$ cat config.mk
export PLATFORM = sky130hd
export DESIGN_NAME = ysyx_22050550_ifu
export DESIGN_NICKNAME = d
export VERILOG_FILES = /design/src/rtl/ysyx_22050550_ifu_pkg.sv /design/src/rtl/ysyx_22050550_ifu_reg.sv /design/src/rtl/ysyx_22050550_ifu.sv
export SDC_FILE = /design/constraint.sdc
export NUM_CORES = 1
export LEC_CHECK = 0
export ABC_AREA = 1
export BUFFER_PORTS_ARGS = -buffer_cell sky130_fd_sc_hd__buf_2
export CAP_MARGIN = 30
export CORE_MARGIN = 5
export CORE_UTILIZATION = 39
export DETAILED_ROUTE_END_ITERATION = 8
export PLACE_DENSITY = 0.78
export SYNTH_ARGS = -nofsm -noshare
export SYNTH_HDL_FRONTEND = slang
export SYNTH_SLANG_ARGS = --single-unit
$ cat constraint.sdc
create_clock -name clock -period 1.3 [get_ports clock]
set_input_delay 0.13 -clock clock [delete_from_list [all_inputs] [get_ports clock]]
set_output_delay 0.13 -clock clock [all_outputs]
set_load 0.01 [all_outputs]
$ cat src/rtl/ysyx_22050550_ifu_pkg.sv
// Shared definitions for the instruction-fetch unit.
//   - ifu_state_e : 2-bit fetch FSM encoding
//   - RespOkay    : AXI read response code for a successful read
//   - RegBus / InstBus : default address/PC and instruction widths
package ysyx_22050550_ifu_pkg;

  typedef enum logic [1:0] {
    StIdle = 2'b00,
    StReq  = 2'b01,
    StWait = 2'b10,
    StOut  = 2'b11
  } ifu_state_e;

  localparam logic [1:0] RespOkay = 2'b00;

  localparam int unsigned RegBus  = 64;
  localparam int unsigned InstBus = 32;

endpackage

$ cat src/rtl/ysyx_22050550_ifu_reg.sv
// Generic register with write enable and synchronous active-high reset.
//   clock, reset : clock and synchronous reset (loads RESET_VAL)
//   wen          : load din on the next edge
//   din / dout   : data in / registered data out
module ysyx_22050550_ifu_reg #(
  parameter int unsigned      WIDTH     = 1,
  parameter logic [WIDTH-1:0] RESET_VAL = '0
) (
  input  logic             clock,
  input  logic             reset,
  input  logic             wen,
  input  logic [WIDTH-1:0] din,
  output logic [WIDTH-1:0] dout
);

  always_ff @(posedge clock) begin
    if (reset) begin
      dout <= RESET_VAL;
    end else if (wen) begin
      dout <= din;
    end
  end

endmodule

$ cat src/rtl/ysyx_22050550_ifu.sv
// Instruction-fetch unit. Latches the fetch address from the PC register, issues a single
// AXI4-Lite-style read, selects the 32-bit half addressed by pc[2] and presents {pc, inst}
// to ID under valid/ready. A redirect (flush) squashes whatever fetch is in flight.
//   clock, reset       : clock, synchronous active-high reset
//   npc, flush, ready  : PC register side (fetch address, redirect, advance strobe)
//   ar* / r*           : instruction memory read port
//   if_* , id_ready    : fetched instruction to ID and its handshake
module ysyx_22050550_ifu
  import ysyx_22050550_ifu_pkg::*;
#(
  parameter int unsigned ADDR_W = RegBus,
  parameter int unsigned DATA_W = 64,
  parameter int unsigned INST_W = InstBus
) (
  input  logic              clock,
  input  logic              reset,
  input  logic [ADDR_W-1:0] npc,
  input  logic              flush,
  output logic              ready,
  output logic [ADDR_W-1:0] araddr,
  output logic              arvalid,
  input  logic              arready,
  input  logic [DATA_W-1:0] rdata,
  input  logic [1:0]        rresp,
  input  logic              rvalid,
  output logic              rready,
  output logic [ADDR_W-1:0] if_pc,
  output logic [INST_W-1:0] if_inst,
  output logic              if_fault,
  output logic              if_valid,
  input  logic              id_ready
);

  ifu_state_e state_q;
  logic       discard_q;

  logic [ADDR_W-1:0] pc_q;
  logic [INST_W-1:0] inst_q, inst_d;
  logic              fault_q, fault_d;
  logic              pc_wen, data_wen;

  assign pc_wen   = (state_q == StIdle);
  assign data_wen = (state_q == StWait) && rvalid;
  // pc[1:0] is deliberately ignored; pc[2] picks the upper or lower word of the beat.
  assign inst_d   = pc_q[2] ? rdata[INST_W +: INST_W] : rdata[0 +: INST_W];
  assign fault_d  = (rresp != RespOkay);

`ifdef ysyx_22050550_FAST
  always_ff @(posedge clock) begin
    if (reset) begin
      pc_q    <= '0;
      inst_q  <= '0;
      fault_q <= 1'b0;
    end else begin
      if (pc_wen) pc_q <= npc;
      if (data_wen) begin
        inst_q  <= inst_d;
        fault_q <= fault_d;
      end
    end
  end
`else
  ysyx_22050550_ifu_reg #(.WIDTH(ADDR_W), .RESET_VAL('0)) u_pc_reg (
    .clock (clock),
    .reset (reset),
    .wen   (pc_wen),
    .din   (npc),
    .dout  (pc_q)
  );

  ysyx_22050550_ifu_reg #(.WIDTH(INST_W), .RESET_VAL('0)) u_inst_reg (
    .clock (clock),
    .reset (reset),
    .wen   (data_wen),
    .din   (inst_d),
    .dout  (inst_q)
  );

  ysyx_22050550_ifu_reg #(.WIDTH(1), .RESET_VAL(1'b0)) u_fault_reg (
    .clock (clock),
    .reset (reset),
    .wen   (data_wen),
    .din   (fault_d),
    .dout  (fault_q)
  );
`endif

  // discard remembers a redirect seen while the read was outstanding; the address phase is
  // never withdrawn, so the response still has to be drained before refetching.
  always_ff @(posedge clock) begin
    if (reset) begin
      state_q   <= StIdle;
      discard_q <= 1'b0;
    end else begin
      unique case (state_q)
        StIdle: begin
          state_q   <= StReq;
          discard_q <= 1'b0;
        end
        StReq: begin
          if (flush) discard_q <= 1'b1;
          if (arvalid && arready) state_q <= StWait;
        end
        StWait: begin
          if (rvalid) begin
            state_q   <= (discard_q || flush) ? StIdle : StOut;
            discard_q <= 1'b0;
          end else if (flush) begin
            discard_q <= 1'b1;
          end
        end
        StOut: begin
          if (flush || id_ready) begin
            state_q   <= StIdle;
            discard_q <= 1'b0;
          end
        end
        default: begin
          state_q   <= StIdle;
          discard_q <= 1'b0;
        end
      endcase
    end
  end

  assign araddr   = pc_q;
  assign arvalid  = (state_q == StReq);
  assign rready   = (state_q == StWait);
  assign if_valid = (state_q == StOut);
  assign if_pc    = pc_q;
  assign if_inst  = inst_q;
  assign if_fault = fault_q;
  assign ready    = (state_q == StOut) && id_ready && !flush;

endmodule

# Word level (Yosys, flattened, before mapping)
# Index checks and enable logic that the tools add are counted.
[totals]
register_bits = 100
latch_bits = 0
ram_bits = 0
mem_bits_ro = 0
output_inout_bits = 165
elab_cells = 31
memories = 0
[op_classes]
add_sub_neg = 0
mul = 0
n_div = 0
magnitude_cmp = 0
eq_ne = 6
shifts = 0
n_mux = 10
bitwise = 0
n_reduce_logical = 10
[ops]
columns = ["operator", "n"]
rows = [
  ["two-way mux 32 bit", 1],
  ["two-way mux 2 bit", 4],
  ["case mux 2 bit (4 select lines)", 1],
  ["== test 2 bit (second input constant)", 2],
  ["logical AND 1 bit", 4],
  ["inequality test 2 x 1 -> 1 bit (second input constant)", 2],
  ["case mux 1 bit (4 select lines)", 1],
  ["two-way mux 1 bit", 3],
  ["AND reduction 3 bit", 1],
  ["== test 2 x 1 -> 1 bit (second input constant)", 1],
  ["logical NOT 2 bit", 1],
  ["logical OR 1 bit", 2],
  ["inequality test 2 bit (second input constant)", 1],
  ["nonzero test 2 bit", 1],
  ["logical NOT 1 bit", 1],
]

# Depth between registers and ports, before layout
[logic_depth]
depth_word = 4
depth_mapped = 9

# Cells and area by module
# From an unflattened synthesis, not the netlist that was laid out.
[unflattened]
hier_cells = 759
area_unflattened_um2 = 5333.9
[modules_own_cells]
columns = ["mod", "n_inst", "cells_each", "area_each_um2", "seq_area_each_um2"]
rows = [
  ["ysyx_22050550_ifu_reg (u_pc_reg)", 1, 405, 2666.3, 1281.2],
  ["ysyx_22050550_ifu_reg (u_inst_reg)", 1, 203, 1338.8, 640.6],
  ["ysyx_22050550_ifu", 1, 144, 1283.7, 60.1],
  ["ysyx_22050550_ifu_reg (u_fault_reg)", 1, 7, 45.0, 20.0],
]

# Worst setup path before layout
# OpenSTA, ideal clock, no wires.
[synth_path]
kind = "register to register"
start = "register state_q[0]"
end = "register u_inst_reg.dout[11]"
setup_ns = 0.116
arrival_ns = 1.308
required_ns = 1.184
setup_slack_ns = -0.125
path_stages_with_launch = 9
n_path_buf = 2
path_cell_list = "dfxtp_1 inv_1 ha_1 nand2_2 inv_2 buf_8 buf_6 o211ai_1 inv_1"
[synth_via]
elab_chain_len = 2
[synth_lines]
columns = ["item", "line_no", "source"]
rows = [
  ["start, declared", "ysyx_22050550_ifu.sv:34", "ifu_state_e state_q;"],
  ["start signal, assigned", "ysyx_22050550_ifu.sv:92", "state_q <= StIdle;"],
  ["start signal, assigned", "ysyx_22050550_ifu.sv:97", "state_q <= StReq;"],
  ["start signal, assigned", "ysyx_22050550_ifu.sv:102", "if (arvalid && arready) state_q <= StWait;"],
  ["== test 2 bit", "--", ""],
  ["named net rready", "ysyx_22050550_ifu.sv:26", "output logic rready,"],
  ["logical AND 1 bit", "ysyx_22050550_ifu.sv:43", "assign data_wen = (state_q == StWait) && rvalid;"],
  ["end signal, assigned", "ysyx_22050550_ifu_reg.sv:20", "dout <= din;"],
  ["end, declared", "ysyx_22050550_ifu_reg.sv:13", "output logic [WIDTH-1:0] dout"],
]
# The timed path passes the listed nets, and every way through them passes these cells.
# A chain may end at the register's enable or synchronous reset.

# Worst setup path after layout
[layout_path]
start = "register state_q[1]"
end = "output port if_valid"
[layout_via]
elab_chain_len = 1
[layout_lines]
columns = ["item", "line_no", "source"]
rows = [
  ["== test 2 bit", "ysyx_22050550_ifu.sv:129", "assign if_valid = (state_q == StOut);"],
  ["end, declared", "ysyx_22050550_ifu.sv:30", "output logic if_valid,"],
]
# Every way passes these cells.

==> run summary <==
Core Rows - 40
Root Driver - clkbuf_16
DR vias/cell - 4.659
Clock transition at path regs - 70 ps
initial antenna violation count - 0
Setup WS pre-CTS - -8.361 ps
Final Max Slew Viols - 0
Seq/Total Area, Yosys - 0.4253
worst min-delay path class - in -> reg
failing checks - negative setup slack
Static Leak - 3.442 nW
Internal Power - 7.493 mW
sum of negative setup slack - -130.2 ps
Switching Share - 0.3949
Critical path buffers and inverters - 3
Vias - 4584
Crit path largest cell delay - 360 ps
crit start category - flop
worst rel slew slack - 0.7810
core box area - 11910 sq um
Mapped Avg Cell Area - 7.845 sq um
slew of the pin with the lowest slew margin - 328.5 ps
Synth Warn # - 0
syn_nets - 741
share of cells above drive strength 1 - 0.4755
die extent in x - 119.9 microns
post-route ant nets - 0
Setup Viol. Count Final - 8
Hold Crit Start - npc[45]
Worst Clk Skew - 7.147 ps
Min-Delay Endpoint - u_pc_reg.dout[45]
final net count - 973
commonest non-fill, non-tap cell in the layout - buf_2
Clk network pwr share - 0.207
die height - 119.9 microns
RSZ-0062 raised after global routing - true
CTS Sinks - 100
Post-Route Utilization - 0.5314
f_max - 0.7481 GHz
DIE AREA - 14370 sq um
reg2reg end - u_inst_reg.dout[24]
largest net degree at the start of global routing - 64
area delta synth->final - 34.48%
Seq. cell area - 2008 sq um
Max Cap Viol - 0
clk_lat worst skew - 330 ps
Reg2Reg Setup Slack - -30 ps
number of diodes - 0
GRT Overall Usage - 0.1774
RR Startpoint - state_q[1]
reg2reg path depth - 8
Final Wtd Congestion - 0.8110
worst-path cell chain - buf_6 -> ha_4 -> buf_4 -> buf_2
multi-input gate area in the final layout - 1866 sq um
I/O pins - 301
# DRC - 0
Logic pwr share - 0.429
required time of the worst setup path - 1170 ps
clock buffer depth - 2
first-pass GRT wire length - 21240 microns
Initial Util - 0.3952
status - finished with violations
vias in the first global route - 4380
CTS tree - yes
Design Area, Final - 6330 sq um
final worst slack - -36.80 ps
Critical Path Sink Type - primary output
detailed placer's ending HPWL - 10290 microns
sequential power share - 0.364
worst hold stages - 3
drt initial violations - 240
total congestion overflow - 0
WS Path Type - reg -> out
Distinct cells, synth - 22
Mapped Cells - 600
H-tree lvl count - 3
number of buffers added on ports - 300
CTS buffer count - 9
number of synthesized register bits - 100
power density over the cells - 1956 nW/um^2
crit path time final - 1337 ps
Max VDD drop - 1072 uV
drt pass-1 iters - 6
Fillers - 1158
critical path's top delay family - buffers and inverters
most frequent cells in the layout - 299 x buf_2, 133 x nor2_1, 97 x dfxtp_1, 79 x nand2_1, 64 x o21ai_0
Routed WL - 13670 microns
DP Area - 5876 sq um
slowest stage cell, crit path - dfxtp_4
Cell Area, Synth - 4707 sq um
CP Data Arrival Time - 1210 ps
Max FO, Critical Path - 4
final hold violation count - 0
net load switching power - 4.889 mW
wire length per cell - 13.89 microns
final period utilization - 1.028
-- synthesized netlist by cell type --
master    number  share of area
nor2_1       134           0.11
dfxtp_1      100           0.43
nand2_1       79          0.063
buf_4         75           0.12
o21ai_0       65          0.069
inv_1         27          0.022
nand3_1       17          0.018
nand3_2       17          0.036
o211ai_2      17          0.045
inv_2         15          0.012
o211ai_1      15          0.024
clkbuf_1      11         0.0088
buf_2          8         0.0085
ha_1           5          0.013
a21oi_1        4         0.0043
buf_6          3         0.0072
buf_12         2         0.0085
clkbuf_2       2         0.0021
buf_8          1         0.0032
nand2_2        1         0.0013
nor3_1         1         0.0011
o21ai_1        1         0.0011
-- power by group through the flow --
| stage | registers, mW | logic, mW | clock network, mW |
|---|---|---|---|
| 5_1_grt | 4.63 | 5.85 | 2.76 |
| 3_3_place_gp | 4.54 | 5.09 | 0 |
| 2_1_floorplan | 4.82 | 3.45 | 0 |
| 6_report | 4.51 | 5.31 | 2.56 |
| 4_1_cts | 4.50 | 5.25 | 2.63 |
| 3_5_place_dp | 4.54 | 5.15 | 0 |
-- area by class of cell --
type	instances	share of cell area
clock buffer	12	0.04052
clock inverter	4	0.004942
inverter	42	0.02649
multi-input combinational	356	0.2947
sequential	100	0.3173
tap	147	0.02906
timing repair buffer	323	0.2870
-- per-stage QoR --
step	hold WS (ps)	total power, mW	std cells
detailed placement	313.3	9.681	963
global route	4.113	13.24	984
floorplan	191.7	8.262	600
CTS	0.6237	12.37	981
global placement	313.3	9.623	963
finish	16.14	12.38	984
-- metal layers --
| layer | track usage | share of wire | vias up |
|---|---|---|---|
| met5 | 0 | 0 | - |
| met4 | 0.04510 | 0.014 | 0 |
| met3 | 0.04618 | 0.077 | 15 |
| met2 | 0.3069 | 0.50 | 205 |
| met1 | 0.2199 | 0.41 | 2062 |
| li1 | - | - | 2302 |
-- flip-flops by register name (all words and copies together) (netlist names) --
register          count
u_pc_reg.dout        64
discard_q             1
state_q               2
u_fault_reg.dout      1
u_inst_reg.dout      32
-- worst max path at each step --
stage | cells after the start | to | slack [ps] | from
after floorplan | 8 | u_inst_reg.dout[11] | 2 | state_q[0]
after global placement | 8 | state_q[0] | 20 | state_q[1]
after detailed placement | 6 | u_pc_reg.dout[2] | -8 | state_q[1]
after CTS | 5 | ready | -40 | state_q[0]
after global routing | 8 | state_q[0] | -130 | state_q[1]
final | 4 | if_valid | -40 | state_q[1]
-- logic make-up (layout without fill, tap and decap cells) --
family | after synthesis | after routing | share of synthesized area
simple gates | 249 | 249 | 0.2265
buf+inv | 144 | 381 | 0.1914
compound gates | 102 | 102 | 0.1435
fa+ha+maj | 5 | 5 | 0.01329
flops | 100 | 100 | 0.4253
-- tightest hold or removal path, delay by kind of cell --
family | cells | cell delay [ps]
buffers and inverters | 1 | 70
and+or+nand+nor | 2 | 110
-- what timing repair did --
item / in CTS / in global routing
pin swaps: 1 / 4
resized for setup: 13 / 13
cloned: 0 / 2
hold buffers: 1 / 0
hold endpoints to repair: 1 / 0
setup endpoints to repair: 6 / 49
buffers inserted: 2 / 1
(Power assumes the default switching activity.)
